`src/rtl/tdsp_port_pkg.sv`:
```
// rtl/tdsp_port_pkg.sv - shared types and defaults for the tdsp pad-port arbiter
package tdsp_port_pkg;

  typedef enum logic [1:0] {
    IDLE  = 2'd0,
    GRANT = 2'd1,
    TURN  = 2'd2
  } state_t;

  // Requester slots on the shared pad bus
  localparam int REQ_DSP  = 0;
  localparam int REQ_TDIG = 1;
  localparam int REQ_SPI  = 2;

  localparam int          DW_DEF       = 16;
  localparam logic [15:0] IDLE_VAL_DEF = 16'h0000;

endpackage

```
`src/rtl/tdsp_rr_pick.sv`:
```
// rtl/tdsp_rr_pick.sv - combinational round-robin first-one finder
module tdsp_rr_pick #(
  parameter int NREQ = 3
) (
  input  logic [NREQ-1:0] req,
  input  logic [1:0]      rr_ptr,
  output logic [1:0]      gnt_idx,
  output logic            any
);

  // Scan upward from rr_ptr, wrapping, and keep the first asserted request
  always_comb begin
    int idx;
    gnt_idx = '0;
    any     = 1'b0;
    idx     = 0;
    for (int i = 0; i < NREQ; i++) begin
      idx = (int'(rr_ptr) + i) % NREQ;
      if (!any && (|(req & (NREQ'(1) << idx)))) begin
        any     = 1'b1;
        gnt_idx = 2'(idx);
      end
    end
  end

endmodule

```
`src/rtl/tdsp_port_arb.sv`:
```
// rtl/tdsp_port_arb.sv - round-robin sequencer for the shared tdsp pad output bus
module tdsp_port_arb
  import tdsp_port_pkg::*;
#(
  parameter int             NREQ      = 3,
  parameter int             DW        = DW_DEF,
  parameter int             MAX_BURST = 4,
  parameter logic [DW-1:0]  IDLE_VAL  = DW'(IDLE_VAL_DEF)
) (
  input  logic               clk,
  input  logic               reset,
  input  logic               test_mode,
  input  logic [NREQ-1:0]    req,
  input  logic [NREQ*DW-1:0] data,
  output logic [NREQ-1:0]    ready,
  output logic [DW-1:0]      port_o,
  output logic               port_valid_o,
  output logic [1:0]         port_src_o,
  output logic               busy_o
);

  // burst_cnt stops here; reaching it with a transfer closes the grant
  localparam logic [3:0] LAST = 4'(MAX_BURST - 1);

  state_t          state;
  logic [1:0]      rr_ptr;
  logic [1:0]      gnt_idx;
  logic [3:0]      burst_cnt;
  logic [1:0]      pick_idx;
  logic            pick_any;
  logic [1:0]      ptr_nxt;
  logic [NREQ-1:0] sel;
  logic [DW-1:0]   data_gnt;
  logic            req_gnt;
  logic            xfer;

  tdsp_rr_pick #(.NREQ(NREQ)) u_pick (
    .req     (req),
    .rr_ptr  (rr_ptr),
    .gnt_idx (pick_idx),
    .any     (pick_any)
  );

  // One-hot decode of the current owner and its data word
  always_comb begin
    sel      = '0;
    data_gnt = '0;
    for (int i = 0; i < NREQ; i++) begin
      sel[i] = (gnt_idx == 2'(i));
      if (sel[i]) data_gnt = data[i*DW +: DW];
    end
  end

  assign req_gnt = |(req & sel);
  assign ready   = (state == GRANT && !test_mode) ? sel : '0;
  assign xfer    = (state == GRANT) && !test_mode && req_gnt;
  assign ptr_nxt = (gnt_idx == 2'(NREQ - 1)) ? 2'd0 : gnt_idx + 2'd1;
  assign busy_o  = (state != IDLE);

  // Arbitration FSM plus the pad-facing output register
  always_ff @(posedge clk or negedge reset) begin
    if (!reset) begin
      state        <= IDLE;
      rr_ptr       <= '0;
      burst_cnt    <= '0;
      gnt_idx      <= '0;
      port_o       <= IDLE_VAL;
      port_valid_o <= 1'b0;
      port_src_o   <= '0;
    end else begin
      // Bus idles unless a word is accepted below; port_src_o keeps the last owner
      port_o       <= IDLE_VAL;
      port_valid_o <= 1'b0;
      if (test_mode) begin
        // Scan park: drop any burst without advancing the round-robin pointer
        state     <= IDLE;
        burst_cnt <= '0;
      end else begin
        case (state)
          IDLE: begin
            if (pick_any) begin
              gnt_idx   <= pick_idx;
              burst_cnt <= '0;
              state     <= GRANT;
            end
          end
          GRANT: begin
            if (xfer) begin
              port_o       <= data_gnt;
              port_valid_o <= 1'b1;
              port_src_o   <= gnt_idx;
              if (burst_cnt != LAST) burst_cnt <= burst_cnt + 4'd1;
            end
            if (!req_gnt || burst_cnt == LAST) begin
              state  <= TURN;
              rr_ptr <= ptr_nxt;
            end
          end
          TURN:    state <= IDLE;
          default: state <= IDLE;
        endcase
      end
    end
  end

endmodule

```
`config.mk`:
```
export PLATFORM = sky130hd
export DESIGN_NAME = tdsp_port_arb
export DESIGN_NICKNAME = d
export VERILOG_FILES = /design/src/rtl/tdsp_port_pkg.sv /design/src/rtl/tdsp_rr_pick.sv /design/src/rtl/tdsp_port_arb.sv
export SDC_FILE = /design/constraint.sdc
export NUM_CORES = 1
export LEC_CHECK = 0
export CAP_MARGIN = 30
export CORE_ASPECT_RATIO = 1.25
export CORE_MARGIN = 5
export CORE_UTILIZATION = 44
export CTS_CLUSTER_SIZE = 20
export DETAILED_ROUTE_END_ITERATION = 10
export PLACE_DENSITY = 0.85
export REMOVE_ABC_BUFFERS = 1
export SYNTH_ARGS = -nofsm -noshare
export SYNTH_HDL_FRONTEND = slang
export SYNTH_SLANG_ARGS = --single-unit
```
`constraint.sdc`:
```
create_clock -name clk -period 5.6 [get_ports clk]
set_input_delay 0.56 -clock clk [delete_from_list [all_inputs] [get_ports clk]]
set_output_delay 0.56 -clock clk [all_outputs]
set_load 0.02 [all_outputs]
```
==> results of run 1 <==
## cell families after synthesis
family	Yosys count	synth area share
fa+ha+maj	5	0.03774
mux	20	0.1253
compound gates	36	0.1449
flops	29	0.4377
buf+inv	15	0.04528
simple gates	71	0.2091
## state kept, by name, summed over array words and instances, names as in the netlist
signal,count
port_o,16
burst_cnt,4
rr_ptr,2
gnt_idx,2
port_src_o,2
state,2
port_valid_o,1
## worst paths after layout
path | start | to | slack [ps] | depth (start not counted)
worst max-delay path | gnt_idx[0] | ready[1] | 2340 | 3
worst min-delay path | port_src_o[1] | port_src_o[1] | 490 | 1
worst max register to register | gnt_idx[0] | port_src_o[1] | 2830 | 4
worst min register to register | port_src_o[1] | port_src_o[1] | 490 | 1
max in group asynchronous | reset | state[0] | 4670 | 2
min in group asynchronous | reset | port_o[1] | 660 | 2
## cell type report
| cell class | count | area share |
|---|---|---|
| clock inverter | 1 | 0.01179 |
| timing repair buffer | 78 | 0.3075 |
| sequential | 29 | 0.2849 |
| clock buffer | 7 | 0.03389 |
| inverter | 4 | 0.005894 |
| tap | 40 | 0.01965 |
| multi-input combinational | 132 | 0.3364 |
## metrics by stage
step / power, mW / area [um^2] / std cells
finish: 1.014 / 2547 / 291
global route: 1.094 / 2547 / 291
CTS: 1.021 / 2547 / 291
detailed placement: 0.7954 / 2431 / 283
global placement: 0.7725 / 2416 / 282
floorplan: 0.6190 / 1598 / 165
## cells in the final DEF (no fill, tap or decap), drive strengths merged, types with 3 or more instances in the layout
cell type      instances
mux2i                 17
inv                    4
nand3                  3
clkdlybuf4s50         76
clkbuf                 7
dfrtp                 29
nor2b                  4
nor3                   3
nor2                  41
mux2                   3
a21oi                 20
ha                     5
nand2                  5
## power by group through the flow
stage	combinational, mW	sequential [mW]	clock, mW
after global placement	0.447	0.325	0
final	0.483	0.308	0.223
after floorplan	0.288	0.332	0
after CTS	0.485	0.308	0.227
after detailed placement	0.484	0.312	0
after global routing	0.537	0.317	0.240
## critical path, stage by stage, from the launching register on
cell and delay, ps:
dfrtp_1 820, nor2b_2 750, and3_1 240, clkdlybuf4s50_1 600
## metal layers
layer  share of wire  vias up  global-route usage
met4           0.023        0             0.07188
met3           0.080        9             0.06295
li1                -      761                   -
met2            0.52       51              0.3204
met5               0        -                   0
met1            0.37      702              0.1789
==> impl_metrics.yaml, run 1 <==
clock_network:
  cts_made_buffers: 5
  tritoncts: "yes"
  cts-root-buf: "clkbuf_8"
  cts_sinks: 29
  cts_hold_buf: 0
  path_clk_slew_ps: 60
  cts_setup_buffers: 0
  clock_latency_ps: 280
  htreeDepth: 2
  cts_buffer_depth: 2
  cts_resized: 0
critical_path:
  cp.arrival_ps: 2700
  end_kind: "output pin"
  crit_fanout: 23
  worst_setup_path_start_kind: "flop"
  cp.required_ps: 5040
  criticalPathCategory: "reg -> out"
finish:
  fillers: 283
  layout-drive-gt1-share: 0.06375
  syn2layout_area_growth_pct: 53.66
  nNetsFinal: 309
  fin_util: 0.6844
  multi_input_area_um2: 857.1
  seq_area_um2: 725.7
  num_antenna_cells: 0
timing:
  drv_slew: 0
  setup_viol_count_final: 0
  rsz0062_at_grt: "false"
  whs_ps: 493.2
  worstMarginPinSlew_ps: 740.1
  timing.final.crit_period_ps: 3258
  final.period_utilization: 0.5818
  hold_viol_final: 0
  fin_ws_ps: 2342
  finClkSkew_ps: 5.066
  max_freq_mhz: 306.9
  fin_setup_tns_ps: 0
  slew_headroom: 0.5044
logic_synthesis:
  syn_area_per_cell_um2: 9.420
  post-synth-top-count-cell: "nor2_1"
  ys_ff_latch: 29
  synthTopCellsByCount: "nor2_1, dfrtp_1, a21oi_1"
  synth_area_leaders: "dfrtp_1, mux2i_1, nor2_1"
  ys_warn_count: 0
  netlist_instances: 176
  syn-cell-area_um2: 1658
  synth.top_cell.area_share: 0.4377
  yosysSeqAreaShare: 0.4377
  ys_types: 42
  synth-edff-count: 0
  async_flop_share: 1.000
  ys.flop_type: "dfrtp_1"
  synth_top_area_cell: "dfrtp_1"
routing:
  vias: 1523
  drc_errors: 0
  drt_first_pass_iters: 4
  ant_nets: 0
  drtIter0Drc: 92
  vias_per_cell: 5.234
  wl_mm: 4.104
  wl_per_cell_um: 14.10
die:
  die_w_um: 64.90
  coreArea_um2: 3722
  dieArea_um2: 5103
  num_rows: 25
  die_y_um: 78.63
  io-pin-count: 77
  start_util: 0.4454
pwr:
  p_leak_nw: 1.124
  clkPwrFrac: 0.220
  p_per_area_nw_per_um2: 398.0
  p_comb_frac: 0.476
  pwr-share-seq: 0.304
  switching_share: 0.3812
  power.internal_mw: 0.6275
  p_sw_mw: 0.3865
  irDropWorstVdd_mv: 0.1939
place:
  gp_congestion: 0.7483
  hpwlAfterDp_mm: 3.168
  port_buffers: 76
  place_ws_ps: 2634
global_routing:
  grt.overflow.total: 0
  grt_pass1_wl_mm: 6.824
  antenna_found_initial: 0
  grt_pass1_vias: 1559
  grt_max_degree: 30
  globalRouteTotalUtil: 0.1762
outcome:
  status: "finished, final reports clean"
run:
  drv_cap: 0
hold_path:
  holdCritPathClass: "reg -> reg"
No activity file was read; power rests on OpenSTA's default activity.
==> inputs of run 2 (changes only) <==
--- a/config.mk
+++ b/config.mk
@@ -8,10 +8,10 @@
 export CAP_MARGIN = 30
 export CORE_ASPECT_RATIO = 1.25
 export CORE_MARGIN = 5
-export CORE_UTILIZATION = 44
+export CORE_UTILIZATION = 37
 export CTS_CLUSTER_SIZE = 20
 export DETAILED_ROUTE_END_ITERATION = 10
-export PLACE_DENSITY = 0.85
+export PLACE_DENSITY = 0.76
 export REMOVE_ABC_BUFFERS = 1
 export SYNTH_ARGS = -nofsm -noshare
 export SYNTH_HDL_FRONTEND = slang
==> constraint.sdc (replaced) <==
create_clock -name clk -period 2.8 [get_ports clk]
set_input_delay 0.28 -clock clk [delete_from_list [all_inputs] [get_ports clk]]
set_output_delay 0.28 -clock clk [all_outputs]
set_load 0.02 [all_outputs]
==> run 2 against run 1 <==
Utilization down 10 points. Largest cell class unchanged. Critical path type unchanged. Clock-buffer cell count unchanged. Critical endpoint is now ready[2]. Sequential power is 78% higher. Power grew 91%. Sequential share of layout area decreased by 0.084 points. Combinational power rose by 120%.
==> impl_metrics.yaml, run 2 (synthesized netlist as in run 1, its figures left out) <==
critical_path:
  criticalPathCategory: "reg -> out"
  cp.arrival_ps: 2050
  crit_fanout: 5
  end_kind: "output pin"
  cp.required_ps: 2520
  reg2reg_depth: 7
  worst_setup_path_start_kind: "flop"
timing:
  whs_ps: 386.1
  setup_viol_count_final: 0
  fin_setup_tns_ps: 0
  slew_headroom: 0.7627
  worstMarginPinSlew_ps: 355.9
  timing.final.crit_period_ps: 2334
  rsz0062_at_grt: "false"
  hold_viol_final: 0
  final.period_utilization: 0.8335
  finClkSkew_ps: 1.653
  max_freq_mhz: 428.5
  drv_slew: 0
die:
  die_y_um: 84.84
  num_rows: 27
  io-pin-count: 77
  start_util: 0.3775
  dieArea_um2: 5928
  coreArea_um2: 4392
  die_w_um: 69.87
pwr:
  irDropWorstVdd_mv: 0.3420
  p_leak_nw: 1.122
  p_per_area_nw_per_um2: 759.0
finish:
  num_antenna_cells: 0
  largest_reg_flops: 16
  final_common_cell: "clkdlybuf4s50_1"
  mostFrequentLayoutCells: "clkdlybuf4s50_1, nor2_1, dfrtp_1, a21oi_1, mux2i_1"
  syn2layout_area_growth_pct: 54.11
  nNetsFinal: 312
  layout-drive-gt1-share: 0.07115
  top_register: "port_o"
  fillers: 399
  top_regs: "port_o x16, burst_cnt x4"
outcome:
  status: "finished, final reports clean"
clock_network:
  cts_sinks: 29
  cts_setup_buffers: 0
  htreeDepth: 2
  cts_resized: 0
  cts_buffer_depth: 2
  cts_made_buffers: 5
  tritoncts: "yes"
  clock_latency_ps: 270
  cts-root-buf: "clkbuf_8"
  cts_hold_buf: 0
  path_clk_slew_ps: 60
routing:
  vias_per_cell: 5.058
  ant_nets: 0
  drt_first_pass_iters: 6
  vias: 1573
  wl_mm: 4.126
  drtIter0Drc: 40
  drc_errors: 0
  wl_per_cell_um: 13.27
place:
  hpwlAfterDp_mm: 3.221
  gp_congestion: 0.7812
  port_buffers: 76
global_routing:
  antenna_found_initial: 0
  grt.overflow.total: 0
  globalRouteTotalUtil: 0.1463
  grt_max_degree: 30
  grt_pass1_wl_mm: 6.872
  grt_pass1_vias: 1577
hold_path:
  holdCritPathClass: "in -> async"
run:
  drv_cap: 0
[run 2: cell count changes in the layout (fill, tap and decap cells not counted), sizes merged]
cell	previous run	this run
buf	2	5
bufinv	1	0
[run 2: cell type report]
type / count / area [um^2] / share of cell area
repair buffers: 81 / 798.3 / 0.3124
clock buffers: 7 / 86.33 / 0.03379
flip-flops and latches: 29 / 725.7 / 0.2840
well taps: 58 / 72.57 / 0.02840
multi-input cells: 132 / 857.1 / 0.3355
inverters: 4 / 15.01 / 0.005877
[run 2: worst paths after layout]
kind / start / to / slack, ps
setup / recovery: state[1] / ready[2] / 470
hold / removal: reset / state[1] / 390
setup reg to reg: rr_ptr[0] / gnt_idx[0] / 750
hold reg to reg: port_src_o[1] / port_src_o[1] / 500
max in group asynchronous: reset / port_o[10] / 2150
min in group clk: port_src_o[1] / port_src_o[1] / 500
[run 2: where the power goes]
part	total (mW)	switching, mW	leakage, nW	internal [mW]
clock network	0.332	0.138	0.0443	0.194
logic	1.06	0.577	0.685	0.482
registers	0.548	0.0520	0.392	0.496
total	1.94	0.767	1.12	1.17
[run 2: critical path: stages (launching register included)]
cell and delay, ps:
dfrtp_1 380, nor2b_1 300, nand2_1 220, nor3b_1 250, clkdlybuf4s50_1 630
[run 2: metal layers]
metal | global-route usage | wire (um)
met1 | 0.1386 | 1477
met3 | 0.05924 | 382
met5 | 0 | 0
met4 | 0.05226 | 74
met2 | 0.2794 | 2190
[run 2: through the flow]
| stage | total power [mW] | setup slack [ps] | cell area (um^2) | instances | util |
|---|---|---|---|---|---|
| after floorplan | 1.238 | 551.7 | 1598 | 165 | - |
| after global placement | 1.605 | 640.3 | 2469 | 304 | 0.5621 |
| after detailed placement | 1.620 | 565.6 | 2469 | 304 | 0.5621 |
| after CTS | 1.961 | 444.0 | 2555 | 311 | 0.5818 |
| after global routing | 2.099 | 315.9 | 2555 | 311 | 0.5818 |
| final | 1.939 | 466.2 | 2555 | 311 | 0.5818 |
==> inputs of run 3 (changes only) <==
--- a/config.mk
+++ b/config.mk
@@ -8,10 +8,10 @@
 export CAP_MARGIN = 30
 export CORE_ASPECT_RATIO = 1.25
 export CORE_MARGIN = 5
-export CORE_UTILIZATION = 37
+export CORE_UTILIZATION = 41
 export CTS_CLUSTER_SIZE = 20
 export DETAILED_ROUTE_END_ITERATION = 10
-export PLACE_DENSITY = 0.76
+export PLACE_DENSITY = 0.8
 export REMOVE_ABC_BUFFERS = 1
 export SYNTH_ARGS = -nofsm -noshare
 export SYNTH_HDL_FRONTEND = slang
==> constraint.sdc (replaced) <==
create_clock -name clk -period 2.37 [get_ports clk]
set_input_delay 0.237 -clock clk [delete_from_list [all_inputs] [get_ports clk]]
set_output_delay 0.237 -clock clk [all_outputs]
set_load 0.02 [all_outputs]
==> run 3 against run 2 <==
Combinational power grew 21%. Power grew 19%. Clock power grew 21%. Die area shrank 8.5%. Clock skew grew 7.1 ps. First-iteration DRC count grew to 2.7 times the previous value. Register-to-register slack lost 460 ps. Sequential share of layout area shrank 0.22 points. Via count grew 1.7%. Sequential power grew 16%.
==> impl_metrics.yaml, run 3 (synthesized netlist as in run 1, its figures left out) <==
routing:
  wl_per_cell_um: 13.68
  ant_nets: 0
  drc_errors: 0
  vias_per_cell: 5.161
  drtIter0Drc: 106
  drt_first_pass_iters: 4
  wl_mm: 4.242
  vias: 1600
clock_network:
  path_clk_slew_ps: 60
  cts_hold_buf: 0
  cts_sinks: 29
  clock_latency_ps: 280
  cts_setup_buffers: 0
  cts_buffer_depth: 2
  htreeDepth: 2
  cts_made_buffers: 5
  cts-root-buf: "clkbuf_8"
  tritoncts: "yes"
timing:
  setup_viol_count_final: 0
  fin_setup_tns_ps: 0
  drv_slew: 0
  max_freq_mhz: 449.2
  slew_headroom: 0.7678
  finClkSkew_ps: 8.729
  fin_ws_ps: 143.9
  hold_viol_final: 0
  rsz0062_at_grt: "false"
  worstMarginPinSlew_ps: 348.3
  timing.final.crit_period_ps: 2226
  final.period_utilization: 0.9393
global_routing:
  grt_max_degree: 30
  antenna_found_initial: 0
  grt_pass1_vias: 1535
  grt_pass1_wl_mm: 7.003
  grt.overflow.total: 0
  globalRouteTotalUtil: 0.1779
critical_path:
  worst_setup_path_start_kind: "flop"
  cp.required_ps: 2130
  crit_fanout: 5
  rrSetupSlack_ps: 290
  crit_end: "ready[2]"
  cp_num_buf_inv: 1
  critical-path-max-stage-delay_ps: 640
  crit_family: "simple AND/OR/NAND/NOR gates"
  critical_path.slowest_cell: "clkdlybuf4s50_1"
  cp_cell_sequence: "nor2b_2 -> nand2_1 -> nor3b_1 -> clkdlybuf4s50_1"
  crit_cells: 4
  criticalPathCategory: "reg -> out"
  reg2reg_depth: 7
  r2r-start: "rr_ptr[0]"
  end_kind: "output pin"
  critical_path.startpoint: "state[1]"
  r2r_end: "gnt_idx[1]"
  cp.arrival_ps: 1990
finish:
  layout-drive-gt1-share: 0.08594
  largest_reg_flops: 16
  top_register: "port_o"
  nNetsFinal: 315
  fillers: 343
  syn2layout_area_growth_pct: 55.32
  mostFrequentLayoutCells: "clkdlybuf4s50_1, nor2_1, dfrtp_1, a21oi_1, mux2i_1"
  top_regs: "port_o x16, burst_cnt x4"
  num_antenna_cells: 0
  final_common_cell: "clkdlybuf4s50_1"
place:
  place_ws_ps: 202.6
  port_buffers: 76
  hpwlAfterDp_mm: 3.353
  gp_congestion: 0.8890
pwr:
  p_leak_nw: 1.137
  irDropWorstVdd_mv: 0.4351
  p_per_area_nw_per_um2: 899.2
die:
  die_w_um: 66.88
  io-pin-count: 77
  die_y_um: 81.10
  num_rows: 25
  dieArea_um2: 5423
  coreArea_um2: 3847
  start_util: 0.4309
outcome:
  status: "finished, final reports clean"
run:
  drv_cap: 0
hold_path:
  holdCritPathClass: "in -> async"
[run 3: changes by cell type in the layout (fill, tap and decap cells not counted), sizes merged]
| cell | before | now |
|---|---|---|
| buf | 5 | 8 |
[run 3: worst min-delay path by stage]
stage,from,endpoint,depth (start not counted)
detailed placement,port_src_o[1],port_src_o[1],1
CTS,reset,port_o[9],2
finish,reset,burst_cnt[2],2
global route,reset,port_o[9],2
global placement,port_src_o[1],port_src_o[1],1
floorplan,reset,burst_cnt[0],0
[run 3: stage by stage]
step / cells / hold WS, ps / instance area (um^2) / util / power, mW
floorplan: 165 / -58.59 / 1598 / - / 1.463
global placement: 303 / 484.0 / 2486 / 0.6462 / 1.905
detailed placement: 303 / 495.4 / 2486 / 0.6462 / 1.926
CTS: 310 / 340.2 / 2572 / 0.6686 / 2.333
global route: 310 / 354.9 / 2575 / 0.6693 / 2.512
finish: 310 / 330.8 / 2575 / 0.6693 / 2.316
[run 3: area by class of cell]
class | instances | area [um^2] | share of cell area
multi-input combinational | 132 | 859.6 | 0.3338
timing repair buffer | 84 | 820.8 | 0.3188
sequential | 29 | 725.7 | 0.2818
clock buffer | 7 | 86.33 | 0.03353
tap | 54 | 67.56 | 0.02624
inverter | 4 | 15.01 | 0.005831
[run 3: power by group]
group	internal, mW	switching (mW)
Clock	0.230	0.172
Combinational	0.588	0.689
Sequential	0.586	0.0513
Total	1.40	0.912
[run 3: per-layer routing]
metal  GRT usage  part of all wire  vias to the layer above
li1            -                 -                      778
met1      0.1786              0.36                      745
met2      0.3165              0.54                       67
met3     0.05394             0.073                       10
met4      0.1095             0.029                        0
met5           0                 0                        -
[run 3: timing repair]
item	in CTS	in global routing
endpoints found under the hold margin	0	0
endpoints found under the setup margin	0	2
resized for setup	0	1
